<file path="src/rtl/hack_kbd_pkg.sv">
// Shared constants for the Hack keyboard controller: key codes and default sizes.
package hack_kbd_pkg;

  localparam int unsigned KBD_WIDTH = 16;
  localparam int unsigned KBD_DEPTH = 8;

  localparam logic [15:0] KEY_NONE  = 16'd0;
  localparam logic [15:0] NEWLINE   = 16'd128;
  localparam logic [15:0] BACKSPACE = 16'd129;
  localparam logic [15:0] LEFT      = 16'd130;
  localparam logic [15:0] UP        = 16'd131;
  localparam logic [15:0] RIGHT     = 16'd132;
  localparam logic [15:0] DOWN      = 16'd133;
  localparam logic [15:0] ESC       = 16'd140;

endpackage

</file>
<file path="src/rtl/kbd_fifo.sv">
// Synchronous show-ahead FIFO; a push while full succeeds only when a pop happens in the same
// cycle. Head reads as 0 when empty.
module kbd_fifo #(
  parameter int unsigned WIDTH = 16,
  parameter int unsigned DEPTH = 8
) (
  input  logic                     clk,
  input  logic                     reset,
  input  logic                     push,
  input  logic                     pop,
  input  logic [WIDTH-1:0]         wdata,
  output logic [WIDTH-1:0]         rdata,
  output logic                     full,
  output logic                     empty,
  output logic [$clog2(DEPTH):0]   count
);

  localparam int unsigned PW = $clog2(DEPTH);

  logic [WIDTH-1:0] mem_q [DEPTH];
  logic [PW-1:0]    wr_ptr_q, rd_ptr_q;
  logic [PW:0]      count_q;
  logic             do_push, do_pop;

  assign empty   = (count_q == '0);
  assign full    = (count_q == (PW+1)'(DEPTH));
  assign do_pop  = pop && !empty;
  assign do_push = push && (!full || do_pop);
  assign rdata   = empty ? '0 : mem_q[rd_ptr_q];
  assign count   = count_q;

  always_ff @(posedge clk) begin
    if (reset) begin
      wr_ptr_q <= '0;
      rd_ptr_q <= '0;
      count_q  <= '0;
    end else begin
      if (do_push) wr_ptr_q <= wr_ptr_q + 1'b1;
      if (do_pop)  rd_ptr_q <= rd_ptr_q + 1'b1;
      if (do_push && !do_pop) begin
        count_q <= count_q + 1'b1;
      end else if (do_pop && !do_push) begin
        count_q <= count_q - 1'b1;
      end
    end
  end

  always_ff @(posedge clk) begin
    if (do_push && !reset) mem_q[wr_ptr_q] <= wdata;
  end

endmodule

</file>
<file path="src/rtl/hack_kbd_ctrl.sv">
// Hack keyboard controller: held-key register plus a key-press event FIFO with sticky overflow.
// Define KBD_REPEAT_EN to build typematic auto-repeat.
module hack_kbd_ctrl
  import hack_kbd_pkg::*;
#(
  parameter int unsigned WIDTH        = KBD_WIDTH,
  parameter int unsigned DEPTH        = KBD_DEPTH,
  parameter int unsigned REPEAT_DELAY = 500,
  parameter int unsigned REPEAT_RATE  = 50
) (
  input  logic                   clk,
  input  logic                   reset,
  input  logic                   key_valid,
  input  logic [WIDTH-1:0]       key_code,
  input  logic                   key_release,
  output logic                   key_ready,
  input  logic                   rd_en,
  output logic [WIDTH-1:0]       out,
  output logic [WIDTH-1:0]       fifo_data,
  output logic                   fifo_empty,
  output logic [$clog2(DEPTH):0] fifo_count,
  output logic                   overflow,
  input  logic                   clr_overflow
);

  if (DEPTH < 2 || (DEPTH & (DEPTH - 1)) != 0) begin : g_bad_depth
    $error("hack_kbd_ctrl: DEPTH must be a power of two and at least 2");
  end
  if (REPEAT_RATE < 1 || REPEAT_DELAY < 1) begin : g_bad_repeat
    $error("hack_kbd_ctrl: REPEAT_DELAY and REPEAT_RATE must be at least 1");
  end

  logic [WIDTH-1:0] out_q, out_d;
  logic             ovf_q, ovf_d;
  logic             press, release_hit, rep_push, push_req, fifo_full, fifo_pop;

  assign press       = key_valid && !key_release && (key_code != WIDTH'(KEY_NONE));
  assign release_hit = key_valid && key_release && (key_code != WIDTH'(KEY_NONE)) &&
                       (key_code == out_q);
  assign push_req    = press || rep_push;
  assign fifo_pop    = rd_en && !fifo_empty;
  assign key_ready   = !reset;
  assign out         = out_q;
  assign overflow    = ovf_q;

  always_comb begin
    out_d = out_q;
    if (press) begin
      out_d = key_code;
    end else if (release_hit) begin
      out_d = '0;
    end
  end

  // Set beats clear when both happen in one cycle.
  always_comb begin
    ovf_d = ovf_q;
    if (push_req && fifo_full && !fifo_pop) begin
      ovf_d = 1'b1;
    end else if (clr_overflow) begin
      ovf_d = 1'b0;
    end
  end

  always_ff @(posedge clk) begin
    if (reset) begin
      out_q <= '0;
      ovf_q <= 1'b0;
    end else begin
      out_q <= out_d;
      ovf_q <= ovf_d;
    end
  end

`ifdef KBD_REPEAT_EN
  logic [31:0] rep_cnt_q, rep_cnt_d;
  logic        rep_first_q, rep_first_d;

  // rep_first selects the initial delay; afterwards the shorter rate applies.
  always_comb begin
    rep_cnt_d   = rep_cnt_q;
    rep_first_d = rep_first_q;
    rep_push    = 1'b0;
    if (press || release_hit || (out_q == '0)) begin
      rep_cnt_d   = '0;
      rep_first_d = 1'b1;
    end else if ((rep_cnt_q + 32'd1) == (rep_first_q ? 32'(REPEAT_DELAY) : 32'(REPEAT_RATE))) begin
      rep_push    = 1'b1;
      rep_cnt_d   = '0;
      rep_first_d = 1'b0;
    end else begin
      rep_cnt_d = rep_cnt_q + 32'd1;
    end
  end

  always_ff @(posedge clk) begin
    if (reset) begin
      rep_cnt_q   <= '0;
      rep_first_q <= 1'b1;
    end else begin
      rep_cnt_q   <= rep_cnt_d;
      rep_first_q <= rep_first_d;
    end
  end
`else
  assign rep_push = 1'b0;
`endif

  kbd_fifo #(
    .WIDTH (WIDTH),
    .DEPTH (DEPTH)
  ) u_fifo (
    .clk   (clk),
    .reset (reset),
    .push  (push_req),
    .pop   (rd_en),
    .wdata (out_d),
    .rdata (fifo_data),
    .full  (fifo_full),
    .empty (fifo_empty),
    .count (fifo_count)
  );

endmodule

</file>
<file path="config.mk">
export PLATFORM = sky130hd
export DESIGN_NAME = hack_kbd_ctrl
export DESIGN_NICKNAME = d
export VERILOG_FILES = /design/src/rtl/hack_kbd_pkg.sv /design/src/rtl/kbd_fifo.sv /design/src/rtl/hack_kbd_ctrl.sv
export SDC_FILE = /design/constraint.sdc
export NUM_CORES = 1
export LEC_CHECK = 0
export CAP_MARGIN = 20
export CORE_MARGIN = 2
export CORE_UTILIZATION = 60
export CTS_BUF_LIST = sky130_fd_sc_hd__clkbuf_4 sky130_fd_sc_hd__clkbuf_8
export DETAILED_ROUTE_END_ITERATION = 10
export GPL_ROUTABILITY_DRIVEN = 0
export PLACE_DENSITY = 0.83
export SLEW_MARGIN = 20
export SYNTH_ARGS = -nofsm -noshare
export SYNTH_HDL_FRONTEND = slang
export SYNTH_SLANG_ARGS = --single-unit
</file>
<file path="constraint.sdc">
create_clock -name clk -period 5.4 [get_ports clk]
set_clock_uncertainty 0.1 [all_clocks]
set_input_delay 1.62 -clock clk [delete_from_list [all_inputs] [get_ports clk]]
set_output_delay 1.62 -clock clk [all_outputs]
set_load 0.01 [all_outputs]
</file>
==> impl_metrics.tcl, run 1 <==
set metrics [dict create \
    status "completed" \
    io_pins 61 \
    cts_sinks 158 \
    clock_latency_ns 0.45 \
    synth_area_leaders "edfxtp_1 (56%), mux4_2 (10%), dfxtp_1 (8.7%)" \
    drt-total-wl_mm 13.8 \
    drtPass1Iterations 5 \
    grt_max_degree 39 \
    post_drt_wl_per_cell_um 20.3 \
    ant_nets 0 \
    grt_pass1_wl_mm 21.9 \
    grtUsageMet3_pct 4.65 \
    cp_num_buf_inv 3 \
    seq_area_frac_synth_pct 64.5 \
    grt_pass1_vias 4199 \
    critPathTopFamily "compound AO/OA/AOI/OAI gates" \
    path_common_cell "ha_1" \
    switchingPower_uw 903 \
    cts_tree "done" \
    antennaDiodeCount 0 \
    endpoint_kind "register" \
    cts_hold_buf 0 \
    hold_class "register to register" \
    clock_power_share_pct 25.5 \
    grt_use_met1_pct 31.3 \
    intPower_uw 2260 \
    reg2reg_setup_slack_ns 2.38 \
    rows 39 \
    place_ws_ns 0.322 \
    setup_ws_ns 0.771 \
    clk_pin_slew_ns 0.08 \
    critPathMaxStageDelay_ns 0.58 \
    arrival_ns 4.87 \
    rsz0062_at_grt "no" \
    area_growth_pct 17.6 \
    hold_viol 0 \
    fillCellCount 714 \
    final_cell_mix "edfxtp_1 (128), clkdlybuf4s50_1 (60), mux2i_1 (36), nand3_1 (36), mux4_2 (32)" \
    setup_tns_ns 0 \
    synth_area_sq_um 6890 \
    cts_buffers 17 \
    synthesis.nets 482 \
    drv_slew 0 \
    swShare_pct 28.6 \
    maxCapViolations 0 \
    fin_nets 550 \
    mostFrequentLayoutCell "edfxtp_1" \
    combPwrFrac_pct 28.1 \
    syn-instance-count 454 \
    crit_chain "clkdlybuf4s50_1, or4_4, o41a_1, nand2_2, inv_2, ha_1, inv_1, ha_1, a21o_1, a21oi_1, mux2i_1, mux2_2" \
    die_x_um 111 \
    start_util_pct 60.9 \
    coreArea_sq_um 11300 \
    synth_top_area_share_pct 55.8 \
    die_y_um 111 \
    timing_worst_setup_path_type "input pin to register" \
    min_period_ns 4.63 \
    slew_headroom_pct 28.1 \
    yosysTopAreaCell "edfxtp_1" \
    worstPathMaxFanout 5 \
    busiest_layer "met2" \
    fin_crit_sh_pct 85.7 \
    synth-seq-cells 158 \
    drt-initial-drc-count 339 \
    io_buffer_count 60 \
    drive_gt1_share_pct 18.3 \
    overflow 0 \
    grt_util_all_layers_pct 23.2 \
    clockBufferDepth 2 \
    via_count 4148 \
    dp_hpwl_mm 9.10 \
    multi_input_area_sq_um 2340 \
    grtUsageMet2_pct 37.9 \
    drt-vias-per-instance 6.12 \
    setup-violations-final 0 \
    ys_types 39 \
    dieArea_sq_um 12400 \
    cts_resized 0 \
    tightestPinTransition_ns 1.08 \
    crit_slowest_cell "or4_4" \
    p_per_area_nw_per_um2 390 \
    seq_area_sq_um 4450 \
    place_area_sq_um 7730 \
    h-tree-depth 4 \
    leakage_uw 0.00263 \
    antenna_found_initial 0 \
    postCtsSetupBuffers 0 \
    p_seq_share_pct 46.4 \
    fmax_mhz 216 \
    ir_drop_v 0.000286 \
    avgSynthCellArea_sq_um 15.2 \
    drc_errors 0 \
    clockRootBuffer "clkbuf_8" \
    cp.required_ns 5.64 \
    fin_area_sq_um 8100 \
    ys_warn_count 0 \
    critPathLaunchType "input pin" \
    p_total_uw 3160 \
]
## power by group through the flow
| stage | registers, uW | logic (uW) | clock network (uW) |
|---|---|---|---|
| after floorplan | 1440 | 559 | 0 |
| after global placement | 1490 | 858 | 0 |
| after detailed placement | 1490 | 894 | 0 |
| after CTS | 1470 | 899 | 818 |
| after global routing | 1480 | 956 | 861 |
| final | 1460 | 889 | 806 |
## Yosys cell counts
cell type,instances
or4_1,2
nor2b_1,17
mux2i_1,36
buf_4,1
nor4_2,1
buf_6,3
nor4_1,4
nor2_1,29
nor3_1,5
o41a_1,1
inv_1,5
o32a_1,1
fa_1,1
o41ai_4,1
nand2b_1,1
nand2_2,1
clkbuf_1,19
nand3_1,36
a21oi_1,3
xor2_1,3
or2_2,1
ha_1,5
a31oi_1,1
nand3b_1,1
mux2_2,1
nand2_1,19
buf_1,2
xnor2_1,17
inv_2,1
nand4_1,5
edfxtp_1,128
buf_2,4
dfxtp_1,30
o21ai_1,17
a21o_1,1
a31o_1,1
or4_4,2
o311ai_1,16
mux4_2,32
## tightest hold or removal path, delay by kind of cell, from the launching register on
| family | cells | cell delay, ns |
|---|---|---|
| flops | 1 | 0.34 |
| simple gates | 1 | 0.10 |
| xor+xnor | 1 | 0.07 |
## worst paths after layout
kind | from | to | cells after the start
max | key_code[12] | u_fifo.count[3] | 12
min | u_fifo.rd_ptr_q[2] | register | 2
min reg2reg | u_fifo.rd_ptr_q[2] | register | 2
max reg2reg | u_fifo.count[0] | u_fifo.count[3] | 11
## sequential cells by signal, indices dropped and copies added (netlist names), named ones only
signal,cells
u_fifo.rd_ptr_q,3
u_fifo.count,4
out,16
overflow,1
u_fifo.mem_q,128
u_fifo.wr_ptr_q,3
## cells by family after synthesis
| kind of cell | share of synthesized area, % |
|---|---|
| buf+inv | 2.36 |
| compound gates | 4.52 |
| fa+ha+maj | 1.20 |
| flops | 64.5 |
| xor+xnor | 2.54 |
| mux | 15.8 |
| simple gates | 9.06 |
## layout make-up
class | count | share of cell area [%]
flip-flops and latches | 158 | 54.9
multi-input cells | 261 | 28.9
repair buffers | 78 | 9.13
clock buffers | 19 | 3.23
well taps | 143 | 2.21
clock inverters | 13 | 1.42
inverters | 6 | 0.278
## layer usage
layer / up-vias / part of all wire, %
met1: 2042 / 42
met2: 175 / 51
met3: 17 / 5.7
met5: - / 0
met4: 0 / 1.7
li1: 1914 / -
## stage by stage
step           hold slack (ns)  instances  utilization [%]
6_report                 0.442        678             71.6
5_1_grt                  0.479        678             71.6
4_1_cts                  0.448        678             71.6
3_5_place_dp             0.421        646             68.2
3_3_place_gp             0.409        645             68.1
2_1_floorplan            0.385        454                -
No activity file was read; power rests on OpenSTA's default activity.
==> inputs of run 2 (changes only) <==
--- a/config.mk
+++ b/config.mk
@@ -5,7 +5,7 @@
 export SDC_FILE = /design/constraint.sdc
 export NUM_CORES = 1
 export LEC_CHECK = 0
-export CAP_MARGIN = 20
+export CAP_MARGIN = 10
 export CORE_MARGIN = 2
 export CORE_UTILIZATION = 60
 export CTS_BUF_LIST = sky130_fd_sc_hd__clkbuf_4 sky130_fd_sc_hd__clkbuf_8
==> results of run 2 <==
No change in the layout: final DEF, timing and power equal those of run 1.
